## config.mk

```make
export PLATFORM = sky130hd
export DESIGN_NAME = tone_period_meter
export DESIGN_NICKNAME = d
export VERILOG_FILES = /design/src/rtl/tone_period_meter.sv
export SDC_FILE = /design/constraint.sdc
export NUM_CORES = 1
export LEC_CHECK = 0
export ABC_CLOCK_PERIOD_IN_PS = 4550
export CORE_AREA = 2 2 69 64
export DETAILED_ROUTE_END_ITERATION = 16
export DIE_AREA = 0 0 71 66
export PLACE_DENSITY = 0.85
export REMOVE_ABC_BUFFERS = 1
export SYNTH_ARGS = -nofsm -noshare
export SYNTH_HDL_FRONTEND = slang
export SYNTH_SLANG_ARGS = --single-unit
export TNS_END_PERCENT = 10
```

## constraint.sdc

```tcl
create_clock -name clockIn -period 4.55 [get_ports clockIn]
set_input_delay 0.91 -clock clockIn [delete_from_list [all_inputs] [get_ports clockIn]]
set_output_delay 0.91 -clock clockIn [all_outputs]
set_load 0.01 [all_outputs]
```

## src/rtl/tone_period_meter.sv

```systemverilog
// Tone period meter: measures the period of an incoming square-wave tone in
// clockIn cycles and recovers the modulation step the tone generator applied
// (generator half-period = N + step, N = FrecIn/(2*FrecOut)).
//
// Ports:
//   clockIn     in   system clock, all logic on the rising edge
//   resetN      in   asynchronous active-low reset
//   toneIn      in   asynchronous square-wave tone
//   period      out  last measured full period in cycles
//   step        out  decoded step (period/2 - N) for the last period
//   inRange     out  step is valid for the last period
//   periodValid out  one-cycle pulse when period/step/inRange update
//   locked      out  two consecutive equal in-range periods seen
//   noSignal    out  no rising edge within MaxCount cycles
module tone_period_meter #(
    parameter int unsigned FrecIn   = 25000,
    parameter int unsigned FrecOut  = 440,
    parameter int unsigned MaxStep  = 12,
    parameter int unsigned MaxCount = 1024,
    parameter int unsigned CntW     = 16
) (
    input  logic            clockIn,
    input  logic            resetN,
    input  logic            toneIn,
    output logic [CntW-1:0] period,
    output logic [3:0]      step,
    output logic            inRange,
    output logic            periodValid,
    output logic            locked,
    output logic            noSignal
);

    localparam int unsigned N     = FrecIn / (2 * FrecOut);
    localparam int unsigned StepW = 4;

    typedef enum logic {
        IDLE    = 1'b0,
        MEASURE = 1'b1
    } stateT;

    stateT           state;
    logic            syncA;
    logic            syncB;
    logic            prevTone;
    logic            rise;
    logic [CntW-1:0] counter;
    logic [CntW-1:0] lastPeriod;
    logic            lastValid;

    logic [CntW-1:0]  half;
    logic             halfGeN;
    logic [CntW-1:0]  offset;
    logic             decodeOk;
    logic [StepW-1:0] decodeStep;

    // Rising edge of the synchronized tone.
    assign rise = syncB & ~prevTone;

    // Step decode of the running count; only meaningful when a rise closes the period.
    always_comb begin
        half       = counter >> 1;
        halfGeN    = (half >= CntW'(N));
        offset     = '0;
        decodeOk   = 1'b0;
        decodeStep = '0;
        if (halfGeN) begin
            // Subtraction only when it cannot wrap.
            offset = half - CntW'(N);
        end
        if (!counter[0] && halfGeN && (offset <= CntW'(MaxStep))) begin
            decodeOk   = 1'b1;
            decodeStep = StepW'(offset);
        end
    end

    // Synchronizer, measurement FSM and registered outputs.
    always_ff @(posedge clockIn or negedge resetN) begin
        if (!resetN) begin
            syncA       <= 1'b0;
            syncB       <= 1'b0;
            prevTone    <= 1'b0;
            state       <= IDLE;
            counter     <= '0;
            lastPeriod  <= '0;
            lastValid   <= 1'b0;
            period      <= '0;
            step        <= '0;
            inRange     <= 1'b0;
            periodValid <= 1'b0;
            locked      <= 1'b0;
            noSignal    <= 1'b1;
        end else begin
            syncA       <= toneIn;
            syncB       <= syncA;
            prevTone    <= syncB;
            periodValid <= 1'b0;

            case (state)
                IDLE: begin
                    counter <= '0;
                    if (rise) begin
                        state   <= MEASURE;
                        counter <= CntW'(1);
                    end
                end

                MEASURE: begin
                    if (rise) begin
                        // A rise on the timeout cycle still counts as a measurement.
                        period      <= counter;
                        step        <= decodeStep;
                        inRange     <= decodeOk;
                        periodValid <= 1'b1;
                        noSignal    <= 1'b0;
                        locked      <= lastValid && (counter == lastPeriod) && decodeOk;
                        lastPeriod  <= counter;
                        lastValid   <= 1'b1;
                        counter     <= CntW'(1);
                    end else if (counter == CntW'(MaxCount)) begin
                        // Timeout: period/step hold, history is discarded.
                        noSignal  <= 1'b1;
                        locked    <= 1'b0;
                        inRange   <= 1'b0;
                        lastValid <= 1'b0;
                        state     <= IDLE;
                        counter   <= '0;
                    end else begin
                        counter <= counter + CntW'(1);
                    end
                end

                default: begin
                    state   <= IDLE;
                    counter <= '0;
                end
            endcase
        end
    end

endmodule

```

==> Word level (Yosys, flattened, before mapping) <==
Index checks and enable logic that the tools add are counted.
{ "op_classes": {"addsub": 2, "n_lt_le_gt_ge": 2, "n_eq_ne": 2, "mux": 18, "bitwise": 3, "n_reduce_logical": 8} }
{ "ops": {"columns": ["op", "n"], "rows": [
  ["$mux W16", 3],
  ["$pmux W16 S2", 1],
  ["$add A16 B1 Y16 const B", 1],
  ["$eq A16 B11 Y1 const B", 1],
  ["$eq A16 B16 Y1", 1],
  ["$le A16 B4 Y1 const B", 1],
  ["$sub A15 B5 Y16 const B", 1],
  ["$ge A15 B5 Y1 const B", 1],
  ["$mux W1", 12],
  ["$logic_and A1 B1 Y1", 4],
  ["$mux W4", 1],
  ["$reduce_and A2 Y1", 2],
  ["$not A1 Y1", 2],
  ["$pmux W1 S2", 1],
  ["$reduce_bool A2 Y1", 1],
  ["$and A1 B1 Y1", 1],
  ["$logic_not A1 Y1", 1]
]} }
{ "word_totals": {"regBits": 45, "wordCells": 47} }

==> Depth between registers and ports, before layout <==
Gate-level depths: netlist (run 1).
{ "depth": {"word_depth": 7, "mapped_depth": 7, "ltp_nobuf": 6} }

==> Least setup slack after synthesis (run 1) <==
OpenSTA, ideal clock, no wires.
{ "synth_timing": {"path_kind": "flip-flop to flip-flop", "start": "register counter[7]", "end": "register step[0]", "setup_time_ns": 0.066, "arrival_ns": 2.177, "required_time_ns": 4.484, "slack_ns": 2.307, "path_stages_with_launch": 7, "period_less_slack_ns": 2.243, "cell_sequence": "dfrtp_1 buf_6 or3_4 or4_4 or4_4 nor3_4 a22o_1"} }
{ "synth_via": {"elab_chain_cells": 5} }
{ "synth_rtl": {"columns": ["element", "line_no", "text"], "rows": [
  ["start, declared", "46", "logic [CntW-1:0] counter;"],
  ["start signal, assigned", "103", "counter <= CntW'(1);"],
  ["start signal, assigned", "118", "counter <= CntW'(1);"],
  ["start signal, assigned", "128", "counter <= counter + CntW'(1);"],
  ["$sub A15 B5 Y16 / $ge A15 B5 Y1 (equally long branches)", "68, 62", null],
  ["$mux W16", "66", "if (halfGeN) begin"],
  ["$le A16 B4 Y1", "70", "if (!counter[0] && halfGeN && (offset <= CntW'(MaxStep))) begin"],
  ["$logic_and A1 B1 Y1", "70", null],
  ["$mux W4 *", "70", null],
  ["end signal, assigned", "111", "step <= decodeStep;"],
  ["end, declared", "26", "output logic [3:0] step,"]
]} }
Every way passes the cells marked *; elsewhere a longest branch is shown, timed or not.
A chain may end at the register's enable or synchronous reset.

==> Worst setup path after layout (run 1) <==
{ "layout_timing": {"start": "register counter[7]", "end": "register counter[6]"} }
{ "layout_via": {"elab_chain_cells": 4} }
{ "layout_rtl": {"columns": ["element", "line_no", "text"], "rows": [
  ["$eq A16 B11 Y1", "119", "end else if (counter == CntW'(MaxCount)) begin"],
  ["$mux W16", "119", null],
  ["$mux W16", "108", "if (rise) begin"],
  ["$pmux W16 S2", "98", "case (state)"]
]} }
Every way passes these cells.

==> results of run 1 <==
power groups by stage:
stage	clock network, W	registers [W]	logic, W
5_1_grt	0.000320	0.000480	0.000177
4_1_cts	0.000300	0.000472	0.000160
3_5_place_dp	0	0.000481	0.000158
6_report	0.000296	0.000474	0.000159
2_1_floorplan	0	0.000475	0.0000939
3_3_place_gp	0	0.000478	0.000154
cells by family (layout without fill, tap and decap cells):
| logic type | Yosys count | count (layout) | synth area share, % |
|---|---|---|---|
| compound gates | 17 | 17 | 5.659 |
| xor+xnor | 30 | 30 | 12.25 |
| buf+inv | 22 | 43 | 4.784 |
| flops | 45 | 45 | 52.57 |
| fa+ha+maj | 3 | 3 | 1.750 |
| simple gates | 101 | 101 | 22.99 |
layout make-up:
class,count,share of cell area [%]
Clock buffer,6,2.904
Clock inverter,2,1.402
Inverter,9,1.352
Multi-Input combinational cell,151,36.60
Sequential cell,45,45.12
Tap cell,48,2.404
Timing Repair Buffer,26,10.22
path summary, 6_finish.rpt:
| kind | slack (ns) | startpoint | cells after the start | endpoint |
|---|---|---|---|---|
| worst max-delay path | 2.07 | counter[7] | 5 | counter[6] |
| worst min-delay path | 0.35 | syncA | 0 | syncB |
| worst max register to register | 2.07 | counter[7] | 5 | counter[6] |
| worst min register to register | 0.35 | syncA | 0 | syncB |
| max in group asynchronous | 3.19 | resetN | 1 | syncB |
| min in group asynchronous | 0.76 | resetN | 1 | step[2] |
cell usage after synthesis:
library cell	n
nand2_1	45
inv_1	9
nor4_1	4
a31o_1	1
buf_6	1
a22o_1	4
and3_2	1
nand3_1	9
o31ai_1	1
or3_1	1
a21oi_1	1
xor2_1	9
buf_2	4
or4_4	3
ha_1	3
nand4_1	3
nor3_1	4
a21o_1	1
or2_2	3
xnor2_1	21
and4_2	1
dfrtp_1	44
dfstp_2	1
o21a_1	1
and3_1	3
clkbuf_1	6
and2_1	1
nand2b_1	2
buf_4	2
nor3_4	1
or3_4	1
nor2_1	18
nor2b_1	1
a311oi_1	1
a311o_2	1
o21ai_0	6
critical path, stage by stage (launching register included):
cell and delay, ns:
dfrtp_1 0.46, or3_4 0.42, or4_4 0.43, o31ai_1 0.34, nand2b_1 0.55, nor2_1 0.12
placed cells by master (no fill, tap or decap), drive strengths merged:
master	netlist	layout
ha	3	3
nor2b	1	1
o21a	1	1
a31o	1	1
or3	2	2
a22o	4	4
o31ai	1	1
bufinv	0	1
nor3	5	5
a21o	1	1
o21ai	6	6
clkbuf	6	6
nand4	3	3
a21oi	1	1
a311o	1	1
or4	3	3
nor4	4	4
and2	1	1
nand2b	2	2
clkinv	0	1
nor2	18	18
buf	7	1
xnor2	21	21
nand2	45	45
dfstp	1	1
and4	1	1
nand3	9	9
clkdlybuf4s50	0	25
inv	9	9
or2	3	3
and3	4	4
dfrtp	44	44
xor2	9	9
a311oi	1	1
state kept, by name (all words and copies together), names as in the netlist:
register / cells
periodValid: 1
counter: 16
lastValid: 1
noSignal: 1
locked: 1
lastPeriod: 16
prevTone: 1
inRange: 1
syncA: 1
state: 1
step: 4
syncB: 1
through the flow:
step,instance area [um^2],hold WS (ns),instances,power [W]
detailed placement,2391,0.3387,279,0.0006391
global placement,2391,0.3324,279,0.0006323
CTS,2499,0.3563,287,0.0009329
global route,2499,0.3632,287,0.0009769
floorplan,2076,0.3312,205,0.0005687
finish,2499,0.3541,287,0.0009285
metal layers:
layer | GRT usage (%) | part of all wire, %
met3 | 5.183 | 4.9
met4 | 6.604 | 1.1
met2 | 33.06 | 49
met1 | 27.32 | 45
met5 | 0 | 0
==> impl_metrics.env, run 1 <==
export IMPL_postCtsSetupBuffers=0
export IMPL_post_route_cells_drive_above_1_share_pct=8.368
export IMPL_wire_length_per_cell_um=15.16
export IMPL_yosys_warnings=0
export IMPL_setup_viol=0
export IMPL_combPwrFrac_pct=17.1
export IMPL_cts_clk_slew_worst_paths_ns=0.08
export IMPL_cts_num_sinks=45
export IMPL_max_clock_freq_mhz=403.8
export IMPL_routabilityCongestion=0.9098
export IMPL_syn_area_um2=2145
export IMPL_arrival_ns=2.63
export IMPL_cellLeakagePower_nw=1.170
export IMPL_cap_violations=0
export IMPL_startpoint_class="flip-flop"
export IMPL_sw_frac_of_total_pct=27.96
export IMPL_final_fill_count=319
export IMPL_cts_inserted_buffers=5
export IMPL_timing_max_slew_rel_slack_pct=35.51
export IMPL_core_um2=3991
export IMPL_dp_final_hpwl_um=3019
export IMPL_seq_area_um2=1127
export IMPL_setup_worst_path_end_class="flip-flop"
export IMPL_finalSetupTns_ns=0
export IMPL_grt_ovfl_total=0
export IMPL_grt_max_degree=46
export IMPL_avgSynthCellArea_um2=9.837
export IMPL_areaGrowthSynthToFinish_pct=16.51
export IMPL_worst_ep_required_time_ns=4.70
export IMPL_power_frac_clock_pct=31.9
export IMPL_pwr_density_cell_nw_per_um2=371.6
export IMPL_core_occupancy_in_the_finished_layout_pct=62.60
export IMPL_period_minus_slack_ns=2.477
export IMPL_port_buffers=26
export IMPL_cells_after_synthesis=218
export IMPL_cts_path_max_buffers=2
export IMPL_switching_power_w=0.0002597
export IMPL_dr_pass1_iterations=4
export IMPL_ir_drop_mv=0.1528
export IMPL_worstSetupPathType="flip-flop to flip-flop"
export IMPL_min_path_type="flip-flop to flip-flop"
export IMPL_final_max_slew_violation_count=0
export IMPL_hold_buffers=0
export IMPL_routed_wl_um=4350
export IMPL_cts_htree_levels=2
export IMPL_antenna_diode_count=0
export IMPL_grt_pass1_wl_um=7424
export IMPL_detailedPlace_worstSlack_ns=2.072
export IMPL_clock_latency_ns=0.30
export IMPL_cells_taking_the_most_area_after_synthesis="dfrtp_1 51%, xnor2_1 8.6%, nand2_1 7.9%"
export IMPL_drtIter0Drc=190
export IMPL_post_cts_resized=0
export IMPL_finalNetCount=244
export IMPL_cts_root_buf="clkbuf_8"
export IMPL_sequentialPowerShare_pct=51.0
export IMPL_floorplan_initialDensity_pct=53.73
export IMPL_track_usage_pct=20.50
export IMPL_antenna_found_initial=0
export IMPL_synth_distinct_cells=36
export IMPL_power_report_internal_total_w=0.0006689
export IMPL_rows=22
export IMPL_area_occupied_by_multi_input_gates_um2=914.6
export IMPL_design_die_area_um2=4686
export IMPL_ys_ff_latch=45
export IMPL_number_of_antenna_violating_nets_in_the_routed_design=0
export IMPL_synth_largest_area_cell="dfrtp_1"
export IMPL_final_setup_margin_ns=2.073
export IMPL_synth_seq_area_share_pct=52.57
export IMPL_fp_dieW_um=71
export IMPL_layout_worst_path_cycle_share_pct=54.43
export IMPL_tritoncts="done"
export IMPL_drc=0
export IMPL_routed_via_count=1587
export IMPL_result_of_the_run="complete, no violations"
export IMPL_fp_dieH_um=66
export IMPL_grt_pass1_vias=1563
export IMPL_tightest_slew_ns=0.9674
export IMPL_fin_worst_skew_ns=0.01016
export IMPL_rsz0062_at_grt="false"
export IMPL_timing_hold_violations_final=0
export IMPL_routed_via_density=5.530
export IMPL_cp_max_fo=15
export IMPL_design_portCount=27
export IMPL_synth_top_area_share_pct=51.34
Note: power is estimated with default switching activity, not from simulation.
==> run 2, diff against run 1 <==
- ABC_CLOCK_PERIOD_IN_PS: 4550 -> 2550
- CORE_AREA: 2 2 69 64 -> 2 2 70 65
- DIE_AREA: 0 0 71 66 -> 0 0 72 67
- PLACE_DENSITY: 0.85 -> 0.83
- clock period: 4.55 -> 2.55 ns (I/O delays scaled with it)
==> run 2 against run 1 <==
Fmax increased by 4.1%. Core utilization increased by 0.29 points. Sequential power is 74% higher. Clock skew is 0.0035 ns lower. Hold slack got worse by 0.23 ns. Non-clock buffer count grew 7. Design area up 1.9%. First-iteration DRC count decreased by 28%. Routed wire length is 0.85% lower. Worst setup slack worse by 1.9 ns. Critical path depth is the same. Final cell count up 2.4%. Critical endpoint is now step[0]. Largest power group unchanged. Highest routed layer unchanged.
==> impl_metrics.env, run 2 (synthesis results as in run 1) <==
export IMPL_finalSetupTns_ns=0
export IMPL_fp_dieW_um=72
export IMPL_core_um2=4046
export IMPL_cts_path_max_buffers=2
export IMPL_biggestRegsByFlops="counter: 16 flops, lastPeriod: 16 flops, step: 4 flops"
export IMPL_series_of_cell_instances_along_the_critical_path="or3_4 -> or4_4 -> or4_4 -> nor3_4 -> a22o_1"
export IMPL_finalNetCount=251
export IMPL_commonest_cells_after_routing_fill_and_taps_aside="45 x nand2_1, 44 x dfrtp_1, 25 x clkdlybuf4s50_1"
export IMPL_final_setup_margin_ns=0.1705
export IMPL_cts_num_sinks=45
export IMPL_layout_worst_path_cycle_share_pct=93.31
export IMPL_routed_wl_um=4313
export IMPL_wire_length_per_cell_um=14.67
export IMPL_crit_start="counter[7]"
export IMPL_postCtsSetupBuffers=0
export IMPL_ir_drop_mv=0.3503
export IMPL_period_minus_slack_ns=2.379
export IMPL_grt_max_degree=30
export IMPL_design_die_area_um2=4824
export IMPL_result_of_the_run="complete, no violations"
export IMPL_fin_worst_skew_ns=0.006665
export IMPL_floorplan_initialDensity_pct=53.00
export IMPL_final_fill_count=326
export IMPL_dp_final_hpwl_um=3227
export IMPL_tightest_slew_ns=0.4237
export IMPL_cp_max_fo=7
export IMPL_critical_path_most_common_cell="or4_4"
export IMPL_routabilityCongestion=0.8735
export IMPL_cts_inserted_buffers=5
export IMPL_startpoint_class="flip-flop"
export IMPL_setup_worst_path_end_class="flip-flop"
export IMPL_cellLeakagePower_nw=1.204
export IMPL_clock_latency_ns=0.29
export IMPL_cts_root_buf="clkbuf_8"
export IMPL_antenna_diode_count=0
export IMPL_dr_pass1_iterations=4
export IMPL_grt_pass1_vias=1556
export IMPL_setup_viol=0
export IMPL_design_portCount=27
export IMPL_cts_clk_slew_worst_paths_ns=0.08
export IMPL_drtIter0Drc=137
export IMPL_tritoncts="done"
export IMPL_critPathBufInv=0
export IMPL_post_cts_resized=0
export IMPL_number_of_antenna_violating_nets_in_the_routed_design=0
export IMPL_timing_max_slew_rel_slack_pct=71.56
export IMPL_antenna_found_initial=0
export IMPL_port_buffers=26
export IMPL_hold_buffers=0
export IMPL_cts_htree_levels=2
export IMPL_critPathMaxStageDelay_ns=0.56
export IMPL_rows=22
export IMPL_final_max_slew_violation_count=0
export IMPL_routed_via_density=5.439
export IMPL_fp_dieH_um=67
export IMPL_grt_ovfl_total=0
export IMPL_finalNonFillerCells=294
export IMPL_layout_commonest_cell="nand2_1"
export IMPL_cap_violations=0
export IMPL_timing_rr_start="counter[7]"
export IMPL_grt_pass1_wl_um=7251
export IMPL_post_route_cells_drive_above_1_share_pct=11.38
export IMPL_areaGrowthSynthToFinish_pct=18.67
export IMPL_track_usage_pct=19.90
export IMPL_rsz0062_at_grt="false"
export IMPL_critical_path_slowest_cell="or4_4"
export IMPL_placed_insts=286
export IMPL_detailedPlace_worstSlack_ns=0.2006
export IMPL_timing_hold_violations_final=0
export IMPL_worst_ep_required_time_ns=2.78
export IMPL_drc=0
export IMPL_max_clock_freq_mhz=420.3
export IMPL_pwr_density_cell_nw_per_um2=636.5
export IMPL_arrival_ns=2.61
export IMPL_cpLargestDelayFamily="simple AND/OR/NAND/NOR gates"
export IMPL_routed_via_count=1599
export IMPL_final_power_w=0.001620
export IMPL_worstSetupPathType="flip-flop to flip-flop"
export IMPL_min_path_type="primary input to async pin"
run 2: changes by cell type in the layout (fill, tap and decap cells not counted):
cell,previous run,this run
bufinv_16,1,0
clkbuf_1,1,0
clkbuf_8,5,7
buf_4,0,7
run 2: worst paths after layout:
kind                                      end  slack [ns]  cells after the start
worst max-delay path                  step[0]        0.17                      5
worst min-delay path            lastPeriod[3]        0.12                      1
worst max register to register        step[0]        0.17                      5
worst min register to register          syncB        0.36                      0
max in group asynchronous            noSignal        1.71                      2
min in group clockIn                    syncB        0.36                      0
run 2: cell type report:
type | instances | area, um^2 | area share, %
flip-flops and latches | 45 | 1127 | 44.30
multi-input cells | 151 | 914.6 | 35.94
repair buffers | 33 | 307.8 | 12.09
clock buffers | 7 | 96.34 | 3.786
well taps | 48 | 60.06 | 2.360
inverters | 9 | 33.78 | 1.327
clock inverters | 1 | 5.005 | 0.1967
run 2: per-layer routing:
layer	GRT usage (%)	part of all wire, %	up-vias
met3	3.933	4.2	11
li1	-	-	765
met1	25.44	47	775
met2	32.18	47	48
met5	0	0	-
met4	10.14	2.2	0
run 2: worst reg2reg max path, cell delays in order (launching register included):
cell and delay [ns]:
dfrtp_1 0.46, or3_4 0.43, or4_4 0.44, or4_4 0.56, nor3_4 0.25, a22o_1 0.18
run 2: power by group:
part | switching (W) | leakage [nW] | total, W | internal [W]
logic | 0.000171 | 0.554 | 0.000327 | 0.000156
clock network | 0.000224 | 0.0542 | 0.000469 | 0.000245
registers | 0.0000609 | 0.596 | 0.000824 | 0.000763
total | 0.000456 | 1.20 | 0.00162 | 0.00116
run 2: through the flow:
stage               util [%]  hold slack (ns)  cell area, um^2
floorplan                  -           0.2144             2076
global placement       60.39           0.3327             2444
detailed placement     60.39           0.3401             2444
CTS                    62.89           0.1341             2545
global route           62.89           0.1518             2545
finish                 62.89           0.1228             2545
